$ cat src/rtl/rv_test_monitor_if.sv
// Bundle of the monitor's snoop, debug-read and dump channels.
// The slave modport is the monitor; the master modport is the core/bench side.
interface rv_test_monitor_if #(
    parameter int XLEN = 64
);
    logic            wb_en;
    logic [4:0]      wb_addr;
    logic [XLEN-1:0] wb_data;
    logic [4:0]      rf_raddr;
    logic [XLEN-1:0] rf_rdata;
    logic            dump_valid;
    logic            dump_ready;
    logic [4:0]      dump_index;
    logic [XLEN-1:0] dump_data;

    modport master (
        output wb_en, wb_addr, wb_data, rf_rdata, dump_ready,
        input  rf_raddr, dump_valid, dump_index, dump_data
    );

    modport slave (
        input  wb_en, wb_addr, wb_data, rf_rdata, dump_ready,
        output rf_raddr, dump_valid, dump_index, dump_data
    );
endinterface

$ cat src/rtl/rv_test_monitor.sv
// Result checker for riscv-tests images: shadows x3/x26/x27 from writeback,
// declares pass/fail on test end or timeout, and dumps all registers on fail.
module rv_test_monitor #(
    parameter int XLEN           = 64,
    parameter int TESTNUM_REG    = 3,
    parameter int END_REG        = 26,
    parameter int PASS_REG       = 27,
    parameter int TIMEOUT_CYCLES = 100000
) (
    input  logic                 clk,
    input  logic                 rst,
    rv_test_monitor_if.slave     bus,
    output logic                 done,
    output logic                 pass,
    output logic                 timeout,
    output logic [XLEN-1:0]      fail_testnum,
    output logic [31:0]          cycle_cnt
);

    localparam logic [1:0] ST_RUN  = 2'd0;
    localparam logic [1:0] ST_DUMP = 2'd1;
    localparam logic [1:0] ST_DONE = 2'd2;

    localparam logic [4:0]      TN_IDX    = 5'(TESTNUM_REG);
    localparam logic [4:0]      END_IDX   = 5'(END_REG);
    localparam logic [4:0]      PASS_IDX  = 5'(PASS_REG);
    localparam logic [4:0]      LAST_IDX  = 5'd31;
    localparam logic [XLEN-1:0] ONE       = XLEN'(1);
    localparam logic [31:0]     TO_LIMIT  = 32'(TIMEOUT_CYCLES - 1);

    logic [1:0]      state;
    logic [XLEN-1:0] shadow_tn;
    logic [XLEN-1:0] shadow_end;
    logic [XLEN-1:0] shadow_pass;
    logic [4:0]      dump_index;

    function automatic logic [31:0] sat_inc(input logic [31:0] v);
        return (v == '1) ? v : v + 32'd1;
    endfunction

    // End detect looks at the registered shadows, so it lags the x26 capture by one cycle.
    always_ff @(posedge clk) begin
        if (rst) begin
            state        <= ST_RUN;
            shadow_tn    <= '0;
            shadow_end   <= '0;
            shadow_pass  <= '0;
            dump_index   <= '0;
            done         <= 1'b0;
            pass         <= 1'b0;
            timeout      <= 1'b0;
            fail_testnum <= '0;
            cycle_cnt    <= '0;
        end else begin
            case (state)
                ST_RUN: begin
                    cycle_cnt <= sat_inc(cycle_cnt);
                    if (bus.wb_en && bus.wb_addr != 5'd0) begin
                        if (bus.wb_addr == TN_IDX)   shadow_tn   <= bus.wb_data;
                        if (bus.wb_addr == END_IDX)  shadow_end  <= bus.wb_data;
                        if (bus.wb_addr == PASS_IDX) shadow_pass <= bus.wb_data;
                    end
                    if (shadow_end == ONE) begin
                        fail_testnum <= shadow_tn;
                        if (shadow_pass == ONE) begin
                            state <= ST_DONE;
                            done  <= 1'b1;
                            pass  <= 1'b1;
                        end else begin
                            state      <= ST_DUMP;
                            dump_index <= '0;
                        end
                    end else if (cycle_cnt == TO_LIMIT) begin
                        timeout      <= 1'b1;
                        fail_testnum <= shadow_tn;
                        state        <= ST_DUMP;
                        dump_index   <= '0;
                    end
                end
                ST_DUMP: begin
                    if (bus.dump_ready) begin
                        if (dump_index == LAST_IDX) begin
                            state <= ST_DONE;
                            done  <= 1'b1;
                            pass  <= 1'b0;
                        end else begin
                            dump_index <= dump_index + 5'd1;
                        end
                    end
                end
                ST_DONE: begin
                end
                default: state <= ST_RUN;
            endcase
        end
    end

    // The dump reads the register file through the debug port in the same cycle.
    assign bus.dump_valid = (state == ST_DUMP);
    assign bus.dump_index = dump_index;
    assign bus.rf_raddr   = (state == ST_DUMP) ? dump_index : 5'd0;
    assign bus.dump_data  = bus.rf_rdata;

endmodule
$ cat src/flat_wrapper.sv
// flat-port wrapper written by rule: the top's interface ports become plain ports
module rv_test_monitor_flat 
#(
    parameter int XLEN           = 64,
    parameter int TESTNUM_REG    = 3,
    parameter int END_REG        = 26,
    parameter int PASS_REG       = 27,
    parameter int TIMEOUT_CYCLES = 100000
)
  (clk, rst, done, pass, timeout, fail_testnum, cycle_cnt, bus_wb_en, bus_wb_addr, bus_wb_data, bus_rf_rdata, bus_dump_ready, bus_rf_raddr, bus_dump_valid, bus_dump_index, bus_dump_data);
  rv_test_monitor_if #(.XLEN(XLEN)) bus_i ();
  input  logic clk;
  input  logic rst;
  output logic done;
  output logic pass;
  output logic timeout;
  output logic [XLEN-1:0] fail_testnum;
  output logic [31:0] cycle_cnt;
  input wire logic [$bits(bus_i.wb_en)-1:0] bus_wb_en;
  input wire logic [$bits(bus_i.wb_addr)-1:0] bus_wb_addr;
  input wire logic [$bits(bus_i.wb_data)-1:0] bus_wb_data;
  input wire logic [$bits(bus_i.rf_rdata)-1:0] bus_rf_rdata;
  input wire logic [$bits(bus_i.dump_ready)-1:0] bus_dump_ready;
  output wire logic [$bits(bus_i.rf_raddr)-1:0] bus_rf_raddr;
  output wire logic [$bits(bus_i.dump_valid)-1:0] bus_dump_valid;
  output wire logic [$bits(bus_i.dump_index)-1:0] bus_dump_index;
  output wire logic [$bits(bus_i.dump_data)-1:0] bus_dump_data;
  assign bus_i.wb_en = bus_wb_en;
  assign bus_i.wb_addr = bus_wb_addr;
  assign bus_i.wb_data = bus_wb_data;
  assign bus_i.rf_rdata = bus_rf_rdata;
  assign bus_i.dump_ready = bus_dump_ready;
  assign bus_rf_raddr = bus_i.rf_raddr;
  assign bus_dump_valid = bus_i.dump_valid;
  assign bus_dump_index = bus_i.dump_index;
  assign bus_dump_data = bus_i.dump_data;
  rv_test_monitor #(.XLEN(XLEN), .TESTNUM_REG(TESTNUM_REG), .END_REG(END_REG), .PASS_REG(PASS_REG), .TIMEOUT_CYCLES(TIMEOUT_CYCLES)) u_core (.clk(clk), .rst(rst), .bus(bus_i), .done(done), .pass(pass), .timeout(timeout), .fail_testnum(fail_testnum), .cycle_cnt(cycle_cnt));
endmodule
$ cat config.mk
export PLATFORM = sky130hd
export DESIGN_NAME = rv_test_monitor_flat
export DESIGN_NICKNAME = d
export VERILOG_FILES = /design/src/rtl/rv_test_monitor_if.sv /design/src/rtl/rv_test_monitor.sv /design/src/flat_wrapper.sv
export SDC_FILE = /design/constraint.sdc
export NUM_CORES = 1
export LEC_CHECK = 0
export BUFFER_PORTS_ARGS = -buffer_cell sky130_fd_sc_hd__buf_2
export CAP_MARGIN = 10
export CORE_MARGIN = 2
export CORE_UTILIZATION = 54
export DETAILED_ROUTE_END_ITERATION = 10
export GPL_ROUTABILITY_DRIVEN = 0
export PLACE_DENSITY = 0.8
export SYNTH_ARGS = -nofsm -noshare
export SYNTH_HDL_FRONTEND = slang
export SYNTH_SLANG_ARGS = --single-unit
export TNS_END_PERCENT = 1
$ cat constraint.sdc
create_clock -name clk -period 2.45 [get_ports clk]
set_clock_uncertainty 0.15 [all_clocks]
set_input_delay 0.49 -clock clk [delete_from_list [all_inputs] [get_ports clk]]
set_output_delay 0.49 -clock clk [all_outputs]
set_load 0.02 [all_outputs]
# Yosys cells after proc, flatten, opt, wreduce, memory -nomap -nowiden
# Index checks and enable logic that the tools add are counted.
# word_totals
latchBits	0
register_bits	298
in_bits	137
elab_cells	69
ram_bits	0
mem_count	0
romBits	0
# op_classes
reduce_logical	14
n_mul	0
n_div	0
magnitude_cmp	0
eq_ne	17
n_mux	23
shifts	0
n_bitwise	3
addsub	2
# op_table
cell	count
64-bit by 1-bit == test with 1-bit output, second input constant	2
64-bit 2-to-1 mux	2
32-bit by 1-bit adder with 32-bit output, second input constant	1
32-bit by 17-bit == test with 1-bit output, second input constant	1
32-bit == test, second input constant	1
5-bit 2-to-1 mux	6
5-bit == test, second input constant	3
3-bit AND reduction	4
2-bit 2-to-1 mux	5
5-bit one-hot mux with 2 select lines	1
5-bit AND reduction	2
1-bit 2-to-1 mux	6
2-bit by 1-bit inequality test with 1-bit output, second input constant	3
2-bit one-hot mux with 3 select lines	1
5-bit by 1-bit adder with 5-bit output, second input constant	1
5-bit by 2-bit == test with 1-bit output, second input constant	1
5-bit nonzero test	1
2-bit inequality test, second input constant	2
1-bit one-hot mux with 2 select lines	2
2-bit AND reduction	2
4-bit AND reduction	1
2-bit nonzero test	2
3-bit by 1-bit inequality test with 1-bit output, second input constant	1
3-bit inequality test, second input constant	1
other kinds (5)	7

# Logic depth before layout (Yosys ltp)
# Gate-level depths: netlist of run 1.
# logic_depth
ltp_word	4
mapped_depth	9

# Least setup slack after synthesis of run 1
# No wires, ideal clock.
# synth_path
path_type	register to register
startpoint	reg u_core.cycle_cnt[10]
endpoint	reg u_core.cycle_cnt[15]
path_slack_ns	0.025
n_path_buf	1
period_less_slack_ns	2.425
required_time_ns	2.177
path_stages_with_launch	7
arrival_ns	2.152
path_cell_list	dfxtp_1 > nand4_1 > or4_4 > o31a_1 > buf_4 > nand4_1 > mux2_1
# synth_between
elab_chain_cells	3
word_cells_on_any_way	4
# synth_rtl
element	line	source
start, declared	rv_test_monitor.sv:17	output logic [31:0] cycle_cnt
start signal, assigned	rv_test_monitor.sv:57	cycle_cnt <= sat_inc(cycle_cnt);
parallel branches: the longest is 3 deep, another holds 32-bit by 1-bit adder with 32-bit output	-	
# Parallel ways; which one is timed is not known.
# A chain may end at the register's enable or synchronous reset.

# Worst setup path in the final report of run 1
# layout_path
startpoint	reg u_core.shadow_end[11]
endpoint	reg u_core.fail_testnum[6]
# layout_between
elab_chain_cells	3
word_cells_on_any_way	4
# layout_rtl
element	line	source
start, declared	rv_test_monitor.sv:33	logic [XLEN-1:0] shadow_end;
start signal, assigned	rv_test_monitor.sv:60	if (bus.wb_addr == END_IDX) shadow_end <= bus.wb_data;
64-bit by 1-bit == test with 1-bit output *	rv_test_monitor.sv:63	if (shadow_end == ONE) begin
2-bit nonzero test (no line)	-	
2-bit AND reduction (no line)	-	
end signal, assigned	rv_test_monitor.sv:64	fail_testnum <= shadow_tn;
end signal, assigned	rv_test_monitor.sv:75	fail_testnum <= shadow_tn;
end, declared	rv_test_monitor.sv:16	output logic [XLEN-1:0] fail_testnum,
# Mark *: on every way between the ends. The rest lies on a longest branch, timed or not.

==> results.yml, run 1 <==
placed_design:
  hpwlAfterDp_mm: 24.42
  place_inst: 2105
  io_buffers: 182
floorplan:
  initial_utilization_pct: 54.62
  pin_count: 311
  die-area_um2: 25720
  coreArea_um2: 24180
  die_h_um: 160.4
  die_w_um: 160.4
  fp-row-count: 57
routing:
  wl_per_cell_um: 16.89
  wl_mm: 36.53
  dr.pass1.iters: 5
  drtIter0Drc: 1327
  vias: 12640
  antenna_left: 0
  drc: 0
  via_per_inst: 5.841
worst_setup_path:
  cp-end-kind: "flip-flop"
  critPathArrivalTime_ns: 2.62
  cp_data_required_time_ns: 2.72
  start_kind: "flip-flop"
  crit_chain: "nor4_1 > nand4_1 > nor4_2 > buf_4 > buf_16 > nand2_1 > o311ai_0"
  path_buf_inv: 2
  crit_type: "reg2reg"
  crit_family: "simple AND/OR/NAND/NOR gates"
  worstPathMaxFanout: 72
  max_stage_delay_ns: 0.41
  crit_slowest_cell: "nor4_1"
status:
  outcome: "complete, no violations"
timing:
  finalCriticalPeriod_ns: 2.350
  worstMarginPinSlew_ns: 0.6667
  setup_viol: 0
  rsz0062_at_grt: "no"
  hold_viol_final: 0
  post-route-period-util_pct: 95.93
  clock.fmax_mhz: 425.5
  slew_violations: 0
  setup_tns_ns: 0
  relSlewSlack_pct: 55.55
logic_synthesis:
  synth_top_area_share_pct: 45.17
  yosysSeqAreaShare_pct: 45.17
  syn_area_um2: 13210
  ys_types: 55
  synth.area.top_cells: "dfxtp_1 (45%), nand2_1 (15%), a21oi_1 (10%), o311ai_0 (4.2%), buf_4 (3.7%)"
  ys_top_cells_by_count: "nand2_1 (540), dfxtp_1 (298), a21oi_1 (269)"
  yosysMostFrequentCell: "nand2_1"
  syn_avg_cell_area_um2: 7.581
  synth_nets: 1882
  synth_edf_count: 0
  yosys.area.top_type: "dfxtp_1"
  ys.flop_type: "dfxtp_1"
  syn-instance-count: 1742
  async_reset_ff_share_pct: 0
  yosys_warnings: 0
  ys_ff_latch: 298
cts:
  clockBufferDepth: 3
  cts_sinks: 298
  cts_tree: "yes"
  cts_root_buf: "clkbuf_16"
  holdBufCountCts: 0
  htreeDepth: 1
  worstSkewPairLatency_ns: 0.55
  numCtsBuffers: 30
  cts.clk_slew.worst_paths_ns: 0.06
global_route:
  grt_pass1_wl_mm: 58.33
  first_global_vias: 11430
  overflow: 0
  antenna_found_initial: 2
  grt_max_degree: 140
  gr-usage-all-layers_pct: 27.26
power:
  vdd_drop_max_v: 0.0004905
  power.density_nw_per_um2: 652.1
  p_leak_uw: 0.005686
job:
  cap_violations: 0
layout:
  nets: 1953
  area.growth.synth_to_final_pct: 14.93
  finish.utilization_pct: 62.78
  fillers: 2081
  drive_above_1_share_pct: 16.93
  fin_cells: 2163
min_path:
  hp-class: "in2reg"
layer usage:
layer | GRT usage [%] | part of all wire (%)
met5 | 0 | 0
met4 | 8.804 | 2.8
met3 | 3.719 | 7.6
met2 | 43.26 | 46
met1 | 38.55 | 44
kinds of logic after synthesis:
kind of cell / synth area share, %
AO/OA/AOI/OAI: 16.37
multiplexers: 0.9473
buffers and inverters: 7.570
adder cells (fa/ha/maj): 0.2843
AND/OR/NAND/NOR: 28.73
flip-flops: 45.17
XOR/XNOR: 0.9285
state kept, by name (all words and copies together) (netlist names):
| name | cells |
|---|---|
| u_core.state | 2 |
| u_core.fail_testnum | 64 |
| u_core.bus.dump_index | 5 |
| u_core.pass | 1 |
| u_core.cycle_cnt | 32 |
| u_core.done | 1 |
| u_core.shadow_tn | 64 |
| u_core.shadow_end | 64 |
| u_core.shadow_pass | 64 |
| u_core.timeout | 1 |
where the power goes:
group / switching, uW / total, uW / internal (uW)
Clock: 1880 / 4630 / 2750
Combinational: 266 / 380 / 113
Sequential: 16.0 / 4890 / 4870
stage by stage:
stage               worst slack (ns)  cell area (um^2)  total power (uW)  hold slack, ns
CTS                          0.03334             15160              9940         0.01317
global placement              0.1937             14140              5362          0.2889
detailed placement            0.1356             14140              5366          0.2921
floorplan                    0.02479             13210              5315          0.2816
finish                       0.09981             15180              9897         0.02888
global route                0.005614             15180             10190         0.02987
cell usage in the layout, fill, tap and decap left out, types with 31 or more instances in the layout:
cell type	synthesis	routed
a21oi_1	269	269
and3_1	70	70
buf_2	7	181
buf_4	65	39
clkbuf_16	0	31
dfxtp_1	298	297
nand2_1	540	539
nor2_1	97	95
nor4_1	38	36
o311ai_0	64	64
path summary, 6_finish.rpt:
path         cells past startpoint  slack [ns]                             endpoint                               start
max reg2reg                      7         0.1  u_core.fail_testnum[6]$_SDFFE_PP0P_  u_core.shadow_end[11]$_SDFFE_PP0P_
max                              7         0.1  u_core.fail_testnum[6]$_SDFFE_PP0P_  u_core.shadow_end[11]$_SDFFE_PP0P_
min reg2reg                      2        0.30    u_core.shadow_tn[29]$_SDFFE_PP0P_   u_core.shadow_tn[29]$_SDFFE_PP0P_
min                              2        0.03         u_core.state[1]$_SDFFE_PP0P_                                 rst
timing repair:
action | in CTS | in global routing
gates resized for setup | 0 | 3
hold endpoints to repair | 0 | 0
setup endpoints to repair | 0 | 5
setup buffers | 0 | 0
area by class of cell:
cell class                 instances  area, um^2  area share, %
multi-input combinational       1247        6282          41.39
sequential                       298        5967          39.31
timing repair buffer             235        1498          9.867
clock buffer                      49       953.4          6.281
tap                              324       405.4          2.671
clock inverter                     7       62.56         0.4122
inverter                           1       5.005        0.03297
antenna                            2       5.005        0.03297
No activity file was read; power rests on OpenSTA's default activity.
==> run 2: changes to the inputs <==
==> constraint.sdc (replaced) <==
create_clock -name clk -period 2.45 [get_ports clk]
set_clock_uncertainty 0.15 [all_clocks]
set_input_delay 0.49 -clock clk [delete_from_list [all_inputs] [get_ports clk]]
set_output_delay 0.49 -clock clk [all_outputs]
set_load 0.005 [all_outputs]
==> results.yml, run 2 (synthesis results as in run 1) <==
timing:
  holdWs_ns: 0.04068
  hold_viol_final: 0
  finalCriticalPeriod_ns: 2.339
  rsz0062_at_grt: "no"
  setup_viol: 0
  setup_tns_ns: 0
  relSlewSlack_pct: 56.57
  slew_violations: 0
  clock.fmax_mhz: 427.6
  worstMarginPinSlew_ns: 0.6426
  post-route-period-util_pct: 95.46
worst_setup_path:
  worstPathMaxFanout: 6
  start_kind: "flip-flop"
  path_buf_inv: 0
  crit_family: "simple AND/OR/NAND/NOR gates"
  max_stage_delay_ns: 0.51
  cpMostUsedCell: "ha_1"
  critPathArrivalTime_ns: 2.66
  r2r_slack_ns: 0.11
  crit_slowest_cell: "or3b_2"
  cp_data_required_time_ns: 2.77
  crit_chain: "ha_1 > and3_1 > ha_1 > nand2b_1 > or3b_2 > mux2_2 > o32a_1 > o21ai_0"
  crit_type: "reg2reg"
  cp-end-kind: "flip-flop"
routing:
  antenna_left: 0
  vias: 12490
  via_per_inst: 5.795
  wl_per_cell_um: 16.70
  drc: 0
  dr.pass1.iters: 6
  wl_mm: 36.00
  drtIter0Drc: 1333
cts:
  cts.clk_slew.worst_paths_ns: 0.06
  cts_tree: "yes"
  htreeDepth: 1
  cts_sinks: 298
  numCtsBuffers: 31
  cts_root_buf: "clkbuf_16"
  clockBufferDepth: 3
  worstSkewPairLatency_ns: 0.55
floorplan:
  fp-row-count: 57
  pin_count: 311
  die_h_um: 160.4
  die-area_um2: 25720
  initial_utilization_pct: 54.62
  coreArea_um2: 24180
  die_w_um: 160.4
global_route:
  first_global_vias: 11270
  gr-usage-all-layers_pct: 27.15
  overflow: 0
  antenna_found_initial: 0
  grt_max_degree: 140
  grt_pass1_wl_mm: 58.24
power:
  power.density_nw_per_um2: 642.1
  p_leak_uw: 0.005638
  vdd_drop_max_v: 0.0004900
job:
  cap_violations: 0
layout:
  drive_above_1_share_pct: 16.55
  fillers: 2095
  multi_input_area_um2: 6294
  nets: 1953
  seq_area_um2: 5966
  final_common_cell: "nand2_1"
  diodes: 0
  area.growth.synth_to_final_pct: 14.32
  final_area_um2: 15100
  final_cell_mix: "nand2_1 (539), dfxtp_1 (298), a21oi_1 (268)"
  fin_cells: 2155
placed_design:
  place_area_um2: 14130
  io_buffers: 182
  place_inst: 2104
  hpwlAfterDp_mm: 24.14
min_path:
  hp-class: "in2reg"
status:
  outcome: "complete, no violations"
==> run 2: changes by cell type in the layout (fill, tap and decap cells not counted), sizes merged <==
cell / delta
clkbuf: -2
clkinv: -2
diode: -2
buf: -1
clkinvlp: -1
==> run 2: final timing paths <==
check,start,to,depth (start not counted)
max,u_core.bus.dump_index[1]$_SDFFE_PP0P_,u_core.bus.dump_index[0]$_SDFFE_PP0P_,8
min,rst,u_core.state[1]$_SDFFE_PP0P_,2
max reg2reg,u_core.bus.dump_index[1]$_SDFFE_PP0P_,u_core.bus.dump_index[0]$_SDFFE_PP0P_,8
min reg2reg,u_core.shadow_tn[29]$_SDFFE_PP0P_,u_core.shadow_tn[29]$_SDFFE_PP0P_,2
==> run 2: cell type report <==
type,instances,area share (%)
clock buffers,47,5.934
clock inverters,4,0.3232
inverters,1,0.03315
multi-input cells,1247,41.69
flip-flops and latches,298,39.52
well taps,324,2.685
repair buffers,234,9.821
==> run 2: what timing repair did <==
action	CTS	global route
endpoints found under the setup margin	6	9
setup buffers	0	0
gates cloned	0	0
hold buffers	0	0
gates resized for setup	1	3
==> run 2: routing by layer <==
metal / track usage [%] / share of wire [%] / routed length, um
met1: 39.26 / 44 / 15990
met2: 42.67 / 46 / 16600
met3: 3.228 / 7.2 / 2596
met4: 8.190 / 2.3 / 812
met5: 0 / 0 / 0
==> run 2: power by group <==
part / leakage, uW / total (uW) / internal (uW) / switching, uW
logic: 0.00277 / 373 / 113 / 260
clock network: 0.000463 / 4430 / 2590 / 1840
registers: 0.00240 / 4890 / 4870 / 15.9
==> run 2: per-stage QoR <==
step	utilization, %	total power [uW]	setup WS, ns
6_report	62.44	9694	0.1113
5_1_grt	62.44	9975	0.0007303
4_1_cts	62.38	9730	0.02876
3_5_place_dp	58.46	5358	0.1460
3_3_place_gp	58.46	5356	0.1940
2_1_floorplan	-	5241	0.1553
